[src/rtl/pipe_pkg.sv]
// Shared pipeline definitions: forwarding select encodings and register-address type.
package pipe_pkg;

    localparam int DEF_ADDR_W     = 5;
    localparam int FWD_RF         = 0;
    localparam int FWD_STAGE_BASE = 1;

    typedef logic [DEF_ADDR_W-1:0] reg_addr_t;

endpackage

[src/rtl/fwd_scoreboard.sv]
// Busy-bit scoreboard for in-flight multi-cycle destinations, with per-address lookup.
module fwd_scoreboard
    import pipe_pkg::*;
#(
    parameter int ADDR_W     = DEF_ADDR_W,
    parameter int NUM_LOOKUP = 3
) (
    input  logic                         clk,
    input  logic                         rst_n,
    input  logic                         set_en_i,
    input  logic [ADDR_W-1:0]            set_addr_i,
    input  logic                         clr_en_i,
    input  logic [ADDR_W-1:0]            clr_addr_i,
    input  logic                         flush_i,
    input  logic [NUM_LOOKUP*ADDR_W-1:0] lookup_addr_i,
    output logic [2**ADDR_W-1:0]         busy_o,
    output logic [NUM_LOOKUP-1:0]        lookup_busy_o
);

    localparam int NREG = 2**ADDR_W;

    logic [NREG-1:0] busy_q;
    logic [NREG-1:0] busy_d;
    logic [NREG-1:0] visible;

    // A register completing this cycle is served by writeback, so hide its bit from lookups.
    always_comb begin
        visible = busy_q;
        if (clr_en_i) begin
            visible[clr_addr_i] = 1'b0;
        end
    end

    always_comb begin
        lookup_busy_o = '0;
        for (int l = 0; l < NUM_LOOKUP; l++) begin
            lookup_busy_o[l] = visible[lookup_addr_i[l*ADDR_W +: ADDR_W]];
        end
    end

    always_comb begin
        busy_d = busy_q;
        if (clr_en_i) begin
            busy_d[clr_addr_i] = 1'b0;
        end
        if (set_en_i) begin
            busy_d[set_addr_i] = 1'b1;
        end
        if (flush_i) begin
            busy_d = '0;
        end
        busy_d[0] = 1'b0;
    end

    always_ff @(posedge clk or negedge rst_n) begin
        if (!rst_n) begin
            busy_q <= '0;
        end else begin
            busy_q <= busy_d;
        end
    end

    assign busy_o = busy_q;

endmodule

[src/rtl/fwd_hazard_unit.sv]
// EX-stage forwarding select generation, load-use / scoreboard stall detection and stall counter.
module fwd_hazard_unit
    import pipe_pkg::*;
#(
    parameter int ADDR_W     = DEF_ADDR_W,
    parameter int NUM_SRC    = 2,
    parameter int NUM_STAGES = 2,
    parameter int SEL_W      = $clog2(NUM_STAGES + 1),
    parameter int CNT_W      = 32
) (
    input  logic                         clk,
    input  logic                         rst_n,
    input  logic [NUM_SRC*ADDR_W-1:0]    ex_rs_address,
    input  logic [NUM_SRC-1:0]           ex_rs_used,
    input  logic [ADDR_W-1:0]            ex_rd_address,
    input  logic                         ex_reg_write,
    input  logic                         ex_is_mc,
    input  logic [NUM_STAGES*ADDR_W-1:0] stage_rd_address,
    input  logic [NUM_STAGES-1:0]        stage_reg_write,
    input  logic [NUM_STAGES-1:0]        stage_data_valid,
    input  logic                         mc_issue,
    input  logic                         mc_done,
    input  logic [ADDR_W-1:0]            mc_done_rd,
    input  logic                         mc_busy,
    input  logic                         mc_flush,
    input  logic                         stat_clear,
    output logic [NUM_SRC*SEL_W-1:0]     forward_sel,
    output logic                         stall,
    output logic [2**ADDR_W-1:0]         sb_busy,
    output logic [CNT_W-1:0]             stall_count
);

    logic                               loadUse;
    logic [NUM_SRC-1:0]                 found;
    logic [NUM_SRC:0]                   lookupBusy;
    logic                               rawHazard;
    logic                               wawHazard;
    logic                               structHazard;
    logic                               issueOk;
    logic [CNT_W-1:0]                   stallCnt_q;
    logic [CNT_W-1:0]                   stallCnt_d;

    // Youngest matching producer wins; only that producer's data_valid decides load-use.
    always_comb begin
        forward_sel = '0;
        loadUse     = 1'b0;
        found       = '0;
        for (int i = 0; i < NUM_SRC; i++) begin
            forward_sel[i*SEL_W +: SEL_W] = SEL_W'(FWD_RF);
            for (int k = 0; k < NUM_STAGES; k++) begin
                if (!found[i] && ex_rs_used[i] &&
                    (ex_rs_address[i*ADDR_W +: ADDR_W] != '0) &&
                    stage_reg_write[k] &&
                    (stage_rd_address[k*ADDR_W +: ADDR_W] == ex_rs_address[i*ADDR_W +: ADDR_W])) begin
                    forward_sel[i*SEL_W +: SEL_W] = SEL_W'(FWD_STAGE_BASE + k);
                    found[i] = 1'b1;
                    if (!stage_data_valid[k]) begin
                        loadUse = 1'b1;
                    end
                end
            end
        end
    end

    fwd_scoreboard #(
        .ADDR_W     (ADDR_W),
        .NUM_LOOKUP (NUM_SRC + 1)
    ) u_scoreboard (
        .clk           (clk),
        .rst_n         (rst_n),
        .set_en_i      (issueOk),
        .set_addr_i    (ex_rd_address),
        .clr_en_i      (mc_done),
        .clr_addr_i    (mc_done_rd),
        .flush_i       (mc_flush),
        .lookup_addr_i ({ex_rd_address, ex_rs_address}),
        .busy_o        (sb_busy),
        .lookup_busy_o (lookupBusy)
    );

    assign rawHazard    = |(lookupBusy[NUM_SRC-1:0] & ex_rs_used);
    assign wawHazard    = ex_reg_write && lookupBusy[NUM_SRC];
    assign structHazard = ex_is_mc && mc_busy;
    assign stall        = loadUse || rawHazard || wawHazard || structHazard;
    assign issueOk      = mc_issue && !stall && ex_reg_write && (ex_rd_address != '0);

    // Clear has priority; otherwise count stalled cycles and hold at all-ones.
    always_comb begin
        stallCnt_d = stallCnt_q;
        if (stat_clear) begin
            stallCnt_d = '0;
        end else if (stall && (stallCnt_q != '1)) begin
            stallCnt_d = stallCnt_q + 1'b1;
        end
    end

    always_ff @(posedge clk or negedge rst_n) begin
        if (!rst_n) begin
            stallCnt_q <= '0;
        end else begin
            stallCnt_q <= stallCnt_d;
        end
    end

    assign stall_count = stallCnt_q;

endmodule

[config.mk]
export PLATFORM = sky130hd
export DESIGN_NAME = fwd_hazard_unit
export DESIGN_NICKNAME = d
export VERILOG_FILES = /design/src/rtl/pipe_pkg.sv /design/src/rtl/fwd_scoreboard.sv /design/src/rtl/fwd_hazard_unit.sv
export SDC_FILE = /design/constraint.sdc
export NUM_CORES = 1
export LEC_CHECK = 0
export BUFFER_PORTS_ARGS = -buffer_cell sky130_fd_sc_hd__buf_2
export CAP_MARGIN = 10
export CORE_MARGIN = 4
export CORE_UTILIZATION = 46
export CTS_CLUSTER_SIZE = 10
export DETAILED_ROUTE_END_ITERATION = 8
export GPL_TIMING_DRIVEN = 0
export HOLD_SLACK_MARGIN = 0.05
export PLACE_DENSITY = 0.8
export REMOVE_ABC_BUFFERS = 1
export SETUP_SLACK_MARGIN = 0.3
export SLEW_MARGIN = 20
export SYNTH_ARGS = -nofsm -noshare
export SYNTH_HDL_FRONTEND = slang
export SYNTH_SLANG_ARGS = --single-unit
[constraint.sdc]
create_clock -name clk -period 3 [get_ports clk]
set_input_delay 0.3 -clock clk [delete_from_list [all_inputs] [get_ports clk]]
set_output_delay 0.3 -clock clk [all_outputs]
set_load 0.01 [all_outputs]
# Word level (Yosys, flattened, before mapping)
# Index checks and enable logic that the tools add are counted.
[word_totals] reg_bits=63 inputBits=45 out_inout_bits=69 word_cells=80
[op_classes] add_sub_neg=1 n_lt_le_gt_ge=6 eq_ne=5 muxes=29 bitwise_logic=4 n_reduce_logical=33
[ops] op="$mux W32" count=5
[ops] op="$add A32 B1 Y32 const B" count=1
[ops] op="$and A32 B32 Y32" count=1
[ops] op="$ne A32 B32 Y1 const B" count=1
[ops] op="$not A32 Y32" count=1
[ops] op="$or A32 B32 Y32" count=1
[ops] op="$lt A5 B6 Y1 const B" count=4
[ops] op="$logic_and A1 B1 Y1" count=22
[ops] op="$eq A5 B5 Y1" count=4
[ops] op="$mux W1" count=17
[ops] op="$bmux W1 S5" count=3
[ops] op="$reduce_bool A5 Y1" count=3
[ops] op="$demux W1 S5" count=2
[ops] op="$ge A5 B1 Y1 const B" count=2
[ops] op="$mux W2" count=2
[ops] op="$logic_not A1 Y1" count=3
[ops] op="$logic_or A1 B1 Y1" count=3
[ops] op="$and A2 B2 Y2" count=1
[ops] op="$reduce_bool A2 Y1" count=1
[ops] op="$reduce_or A2 Y1" count=1

# Longest topological paths before layout
[logic_depth] word_depth=24 ltp_mapped=12 ltp_nobuf=10

# Cells and area by module
# A second synthesis with hierarchy kept.
[hier_totals] hier_cells=561 hier_area_um2=4660.7
[modules_own_cells] module="fwd_scoreboard" instances=1 cells_each=315 area_per_inst_um2=2503.7
[modules_own_cells] module="fwd_hazard_unit" instances=1 cells_each=246 area_per_inst_um2=2157.1

# Worst setup path before layout
# OpenSTA, ideal clock, no wires.
[synth_timing] path_type="input port to flip-flop" from="input ex_rs_address[2]" to="register stallCnt_q[17], in the netlist stall_count[17]" setup_time_ns=0.128 t_arrival_ns=2.998 slack_ns=-0.125 cell_stages=11 path_cell_list="clkbuf_1 > or4_1 > o21ai_0 > nor3_1 > nor3_1 > nor2_1 > o221ai_1 > a2111oi_4 > buf_2 > nor4b_1 > mux2_1"
[synth_between] elab_chain_cells=20 elab_cells_between_ends=28 classes_between="eq/ne (2); mux (10); bitwise (1); reduce/logical (15)"
[synth_lines] item="start, declared" line_no="fwd_hazard_unit.sv:13" text="input logic [NUM_SRC*ADDR_W-1:0] ex_rs_address,"
[synth_lines] item="$reduce_bool A5 Y1" line_no="fwd_hazard_unit.sv:52" text="(ex_rs_address[i*ADDR_W +: ADDR_W] != '0) &&"
[synth_lines] item="$logic_and A1 B1 Y1" line_no="fwd_hazard_unit.sv:51" text="if (!found[i] && ex_rs_used[i] &&"
[synth_lines] item="$logic_and A1 B1 Y1" line_no="fwd_hazard_unit.sv:52"
[synth_lines] item="$logic_and A1 B1 Y1" line_no="fwd_hazard_unit.sv:53" text="stage_reg_write[k] &&"
[synth_lines] item="$mux W1" line_no="fwd_hazard_unit.sv:51"
[synth_lines] item="$logic_not A1 Y1" line_no="fwd_hazard_unit.sv:51"
[synth_lines] item="$logic_and A1 B1 Y1 (2 in a row)" line_no="fwd_hazard_unit.sv:51"
[synth_lines] item="$logic_and A1 B1 Y1" line_no="fwd_hazard_unit.sv:52"
[synth_lines] item="$logic_and A1 B1 Y1" line_no="fwd_hazard_unit.sv:53"
[synth_lines] item="$mux W1" line_no="fwd_hazard_unit.sv:51"
[synth_lines] item="$mux W1" line_no="fwd_hazard_unit.sv:57" text="if (!stage_data_valid[k]) begin"
[synth_lines] item="$mux W1" line_no="fwd_hazard_unit.sv:51"
[synth_lines] item="$mux W1" line_no="fwd_hazard_unit.sv:57"
[synth_lines] item="$mux W1" line_no="fwd_hazard_unit.sv:51"
[synth_lines] item="$logic_or A1 B1 Y1 * (3 in a row)" line_no="fwd_hazard_unit.sv:84" text="assign stall = loadUse || rawHazard || wawHazard || structHazard;"
[synth_lines] item="$logic_and A1 B1 Y1 *" line_no="fwd_hazard_unit.sv:92" text="end else if (stall && (stallCnt_q != '1)) begin"
[synth_lines] item="$reduce_bool A2 Y1 (no line) *"
[synth_lines] item="end signal, assigned" line_no="fwd_hazard_unit.sv:101" text="stallCnt_q <= stallCnt_d;"
[synth_lines] item="end, declared" line_no="fwd_hazard_unit.sv:40" text="logic [CNT_W-1:0] stallCnt_q;"
# Mark *: on every way between the ends. The rest lies on a longest branch, timed or not. The select of a mux whose other input is x is not followed.
# A chain may end at the register's enable or synchronous reset.

# Worst setup path in the final report
[layout_timing] from="input mc_done_rd[4]" to="register u_scoreboard.busy_q[9], in the netlist u_scoreboard.busy_o[9]"
[layout_between] elab_chain_cells=20 elab_cells_between_ends=27 classes_between="order compare (2); mux (11); bitwise (4); reduce/logical (10)"
[layout_lines] item="start, declared" line_no="fwd_hazard_unit.sv:23" text="input logic [ADDR_W-1:0] mc_done_rd,"
[layout_lines] item="$lt A5 B6 Y1 (implied by the code) or $ge A5 B1 Y1 (tied branches)" line_no="fwd_scoreboard.sv:30, fwd_scoreboard.sv:44"
[layout_lines] item="$logic_and A1 B1 Y1 (implied by the code)" line_no="fwd_scoreboard.sv:30, fwd_scoreboard.sv:44"
[layout_lines] item="$mux W1 (implied by the code)" line_no="fwd_scoreboard.sv:30, fwd_scoreboard.sv:44"
[layout_lines] item="$demux W1 S5 *"
[layout_lines] item="$not A32 Y32 (no line) *"
[layout_lines] item="$and A32 B32 Y32 (no line) *"
[layout_lines] item="$mux W32 *" line_no="fwd_scoreboard.sv:29, fwd_scoreboard.sv:43"
[layout_lines] item="$bmux W1 S5" line_no="fwd_scoreboard.sv:37" text="lookup_busy_o[l] = visible[lookup_addr_i[l*ADDR_W +: ADDR_W]];"
[layout_lines] item="$mux W1 (implied by the code)" line_no="fwd_scoreboard.sv:37"
[layout_lines] item="$and A2 B2 Y2" line_no="fwd_hazard_unit.sv:81" text="assign rawHazard = |(lookupBusy[NUM_SRC-1:0] & ex_rs_used);"
[layout_lines] item="$reduce_or A2 Y1" line_no="fwd_hazard_unit.sv:81"
[layout_lines] item="$logic_or A1 B1 Y1 (3 in a row)" line_no="fwd_hazard_unit.sv:84"
[layout_lines] item="$logic_not A1 Y1" line_no="fwd_hazard_unit.sv:85" text="assign issueOk = mc_issue && !stall && ex_reg_write && (ex_rd_address != '0);"
[layout_lines] item="$logic_and A1 B1 Y1 (3 in a row)" line_no="fwd_hazard_unit.sv:85"
[layout_lines] item="$mux W32 *" line_no="fwd_scoreboard.sv:46" text="if (set_en_i) begin"
[layout_lines] item="$mux W32 *" line_no="fwd_scoreboard.sv:49" text="if (flush_i) begin"
[layout_lines] item="net u_scoreboard.busy_d[9]" line_no="fwd_scoreboard.sv:23" text="logic [NREG-1:0] busy_d;"
[layout_lines] item="end signal, assigned" line_no="fwd_scoreboard.sv:59" text="busy_q <= busy_d;"
[layout_lines] item="end, declared" line_no="fwd_scoreboard.sv:22" text="logic [NREG-1:0] busy_q;"
# The timed path passes the listed nets; every way through them passes the cells marked *. The select of a mux whose other input is x is not followed.

==> metrics.md <==
| Metric | Value |
|---|---|
| Clock skew | 19.7 ps |
| Crit-path leading delay family | compound AO/OA/AOI/OAI gates |
| # DRC | 0 |
| Startpoint Class | input pin |
| LEAKAGE | 2.74 nW |
| Post-synth cell types | 63 |
| GP Congestion | 0.983 |
| CTS buffer count | 9 |
| CTS root buffer | clkbuf_8 |
| Largest net degree at the start of global routing | 64 |
| Clock transition at path regs | 90 ps |
| Die height | 109 um |
| Synth area leaders | dfrtp_1, mux2_1, mux4_2 |
| Post-synth ARST share | 1.00 |
| Hold WC Path Type | input pin to async pin |
| Slowest stage cell, crit path | or4b_4 |
| Nets | 705 |
| Max-cap violations | 0 |
| Synthesis-to-finish area growth | 43.3% |
| Detailed-route via count | 5390 |
| # diodes | 0 |
| Yosys warns | 0 |
| Number of synthesized flops with an enable pin | 0 |
| Final Util | 0.682 |
| Mean cell area of the mapped netlist | 8.74 sq um |
| Port Buffers | 112 |
| DIE WIDTH | 109 um |
| Post-DP HPWL | 11000 um |
| Vias per std cell | 6.76 |
| Fin crit share | 0.988 |
| Hold Buf Count CTS | 0 |
| Initial antenna violation count | 0 |
| Number of global-route vias before repair | 5176 |
| DR iter-0 viols | 612 |
| RSZ-0062 raised after global routing | true |
| Fill cells | 701 |
| Row count | 36 |
| CTS max path bufs | 2 |
| Worst Setup End Kind | register |
| Register Area | 1580 sq um |
| Number of iterations in the first detailed-routing pass | 5 |
| Clk sinks | 63 |
| Main synth FF type | dfrtp_1 |
| Fmax | 337 MHz |
| Multi-input logic area | 3720 sq um |
| CTS tree | done |
| Initial Utilization | 0.476 |
| Worst-path fanout max | 6 |
| Setup Viol. Count Final | 0 |
| Cell count after synthesis | 535 |
| Worst EP arrival | 3200 ps |
| Peak supply drop | 0.245 mV |
| I/O pins | 114 |
| Total gr overflow | 0 |
| CORE AREA | 9820 sq um |
| WL per Instance | 23.3 um |
| Pwr Total | 2.16 mW |
| Clock insertion delay at the later pin of the skew report | 350 ps |
| Hold_ws | 31.8 ps |
| Routed WL | 18600 um |
| Slew margin rel. | 0.316 |
| Post-Syn Area | 4680 sq um |
| Slew @ Worst Pin | 1030 ps |
| First-pass GRT wire length | 27400 um |
| Critical setup path kind | input pin to register |
| H-tree depth | 3 |
| Seq/Total Area, Yosys | 0.337 |
| Worst path max stage delay | 600 ps |
| Flop and latch count out of synthesis | 63 |
| Worst path most repeated cell | a2111oi_4 |
| Tmin final | 2960 ps |
| GRT Util Overall | 0.295 |
| Status | finished, final reports clean |
| Detail Route Antenna Nets | 0 |
| Data required, critical path | 3230 ps |
| Worst Path Buf+Inv | 3 |
| Synth top area share | 0.337 |
| Critical Path, Cell by Cell | buf_8, or4b_4, o21ai_4, nor3b_2, a2111oi_4, nor4bb_4, o31a_1, a2111oi_4, buf_6, buf_4, nand3_4, o32ai_2 |
| Final Hold Fails | 0 |
| Cell area power density | 323 nW/um^2 |
| Fraction of layout cells with a size suffix above 1 | 0.458 |
| Pins Over Slew Limit | 0 |
| Die area | 11800 sq um |
| Post-synth top area cell | dfrtp_1 |
==> path summary, 6_finish.rpt <==
check                      depth (start not counted)                     end                     from  slack (ps)
hold reg to reg                                    2          stall_count[1]           stall_count[1]         620
min in group clk                                   4  u_scoreboard.busy_o[1]            mc_done_rd[4]         410
setup reg to reg                                  10  u_scoreboard.busy_o[9]  u_scoreboard.busy_o[23]         130
hold / removal                                     1         stall_count[15]                    rst_n          30
setup / recovery                                  12  u_scoreboard.busy_o[9]            mc_done_rd[4]          40
max in group asynchronous                          1          stall_count[3]                    rst_n        2370
==> worst register-to-register path, stage by stage, from the launching register on <==
cell and delay, ps:
dfrtp_1 430, mux4_2 480, o21ai_0 100, and3_1 250, nor4_2 60, nor4b_4 140
a2111oi_4 390, buf_6 180, buf_4 210, nand3_4 190, o32ai_2 320
==> layer usage <==
| metal | routed length (um) | vias to the layer above | global-route usage |
|---|---|---|---|
| met4 | 689 | 0 | 0.120 |
| met5 | 0 | - | 0 |
| met3 | 1740 | 76 | 0.0681 |
| met1 | 7120 | 2632 | 0.368 |
| met2 | 9030 | 391 | 0.494 |
| li1 | - | 2291 | - |
==> what timing repair did <==
item / 4_1_cts / 5_1_grt
pin swaps: 25 / 23
cloned: 5 / 0
buffers inserted: 22 / 17
gates resized for setup: 127 / 69
setup endpoints to repair: 64 / 64
==> cells by family after synthesis <==
kind of cell               count (synthesis)  share of synthesized area
AOI/OAI and AO/OA                        126                      0.184
xor gates and xnor gates                  22                     0.0412
adders and majority gates                  1                    0.00268
buffers and inverters                     53                     0.0450
DFF                                       63                      0.337
muxes                                     40                      0.119
other                                      1                   0.000802
and+or+nand+nor                          229                      0.271
==> state kept, by name, summed over array words and instances (netlist names) <==
signal,count
u_scoreboard.busy_o,31
stall_count,32
==> through the flow <==
| stage | setup TNS, ps | setup slack, ps | cell area, sq um | cells |
|---|---|---|---|---|
| final | 0 | 36.0 | 6700 | 797 |
| after global routing | -59.9 | -23.1 | 6700 | 797 |
| after CTS | 0 | 83.4 | 6270 | 780 |
| after detailed placement | -36820 | -859 | 5250 | 737 |
| after global placement | -113160 | -2240 | 5220 | 734 |
| after floorplan | -41940 | -905 | 4490 | 489 |
==> layout by cell type, fill, tap and decap left out, drive strengths merged, types with 6 or more instances in the layout <==
cell	count
nand2	25
nand4	16
nor2b	32
a21oi	12
mux2	23
mux2i	7
o22ai	7
nand3	32
o21ai	49
or3	6
dfrtp	63
clkbuf	11
xor2	8
inv	8
nor3	12
nor4	11
o32ai	22
and3	10
xnor2	14
mux4	10
buf	154
nor2	51
==> power breakdown <==
part / switching (mW) / internal [mW] / total [mW]
combinational: 0.313 / 0.204 / 0.517
sequential: 0.00755 / 0.854 / 0.862
clock: 0.374 / 0.409 / 0.784
==> synth_stat cells (all sizes together), types with 3 or more instances <==
| master | n |
|---|---|
| nand2b | 5 |
| and4 | 3 |
| xor2 | 8 |
| or4 | 4 |
| nand4b | 4 |
| mux4 | 10 |
| nor4 | 11 |
| mux2 | 23 |
| nand4bb | 3 |
| nand4 | 16 |
| and3 | 9 |
| mux2i | 7 |
| a32oi | 3 |
| nor2 | 51 |
| o32ai | 22 |
| o22ai | 7 |
| xnor2 | 14 |
| inv | 7 |
| nor3b | 4 |
| nand2 | 25 |
| buf | 7 |
| dfrtp | 63 |
| o2111ai | 4 |
| nand3 | 29 |
| and2 | 4 |
| clkbuf | 39 |
| o211ai | 4 |
| a21oi | 12 |
| nor3 | 12 |
| or3 | 6 |
| o31ai | 5 |
| nor4b | 5 |
| a22oi | 3 |
| nor2b | 32 |
| o21ai | 49 |
==> area by class of cell <==
class                   count  area share
repair buffers            155       0.149
inverters                   7     0.00392
well taps                 133      0.0248
flip-flops and latches     63       0.236
multi-input cells         423       0.556
clock buffers              10      0.0205
clock inverters             6      0.0101
No activity file was read; power rests on OpenSTA's default activity.
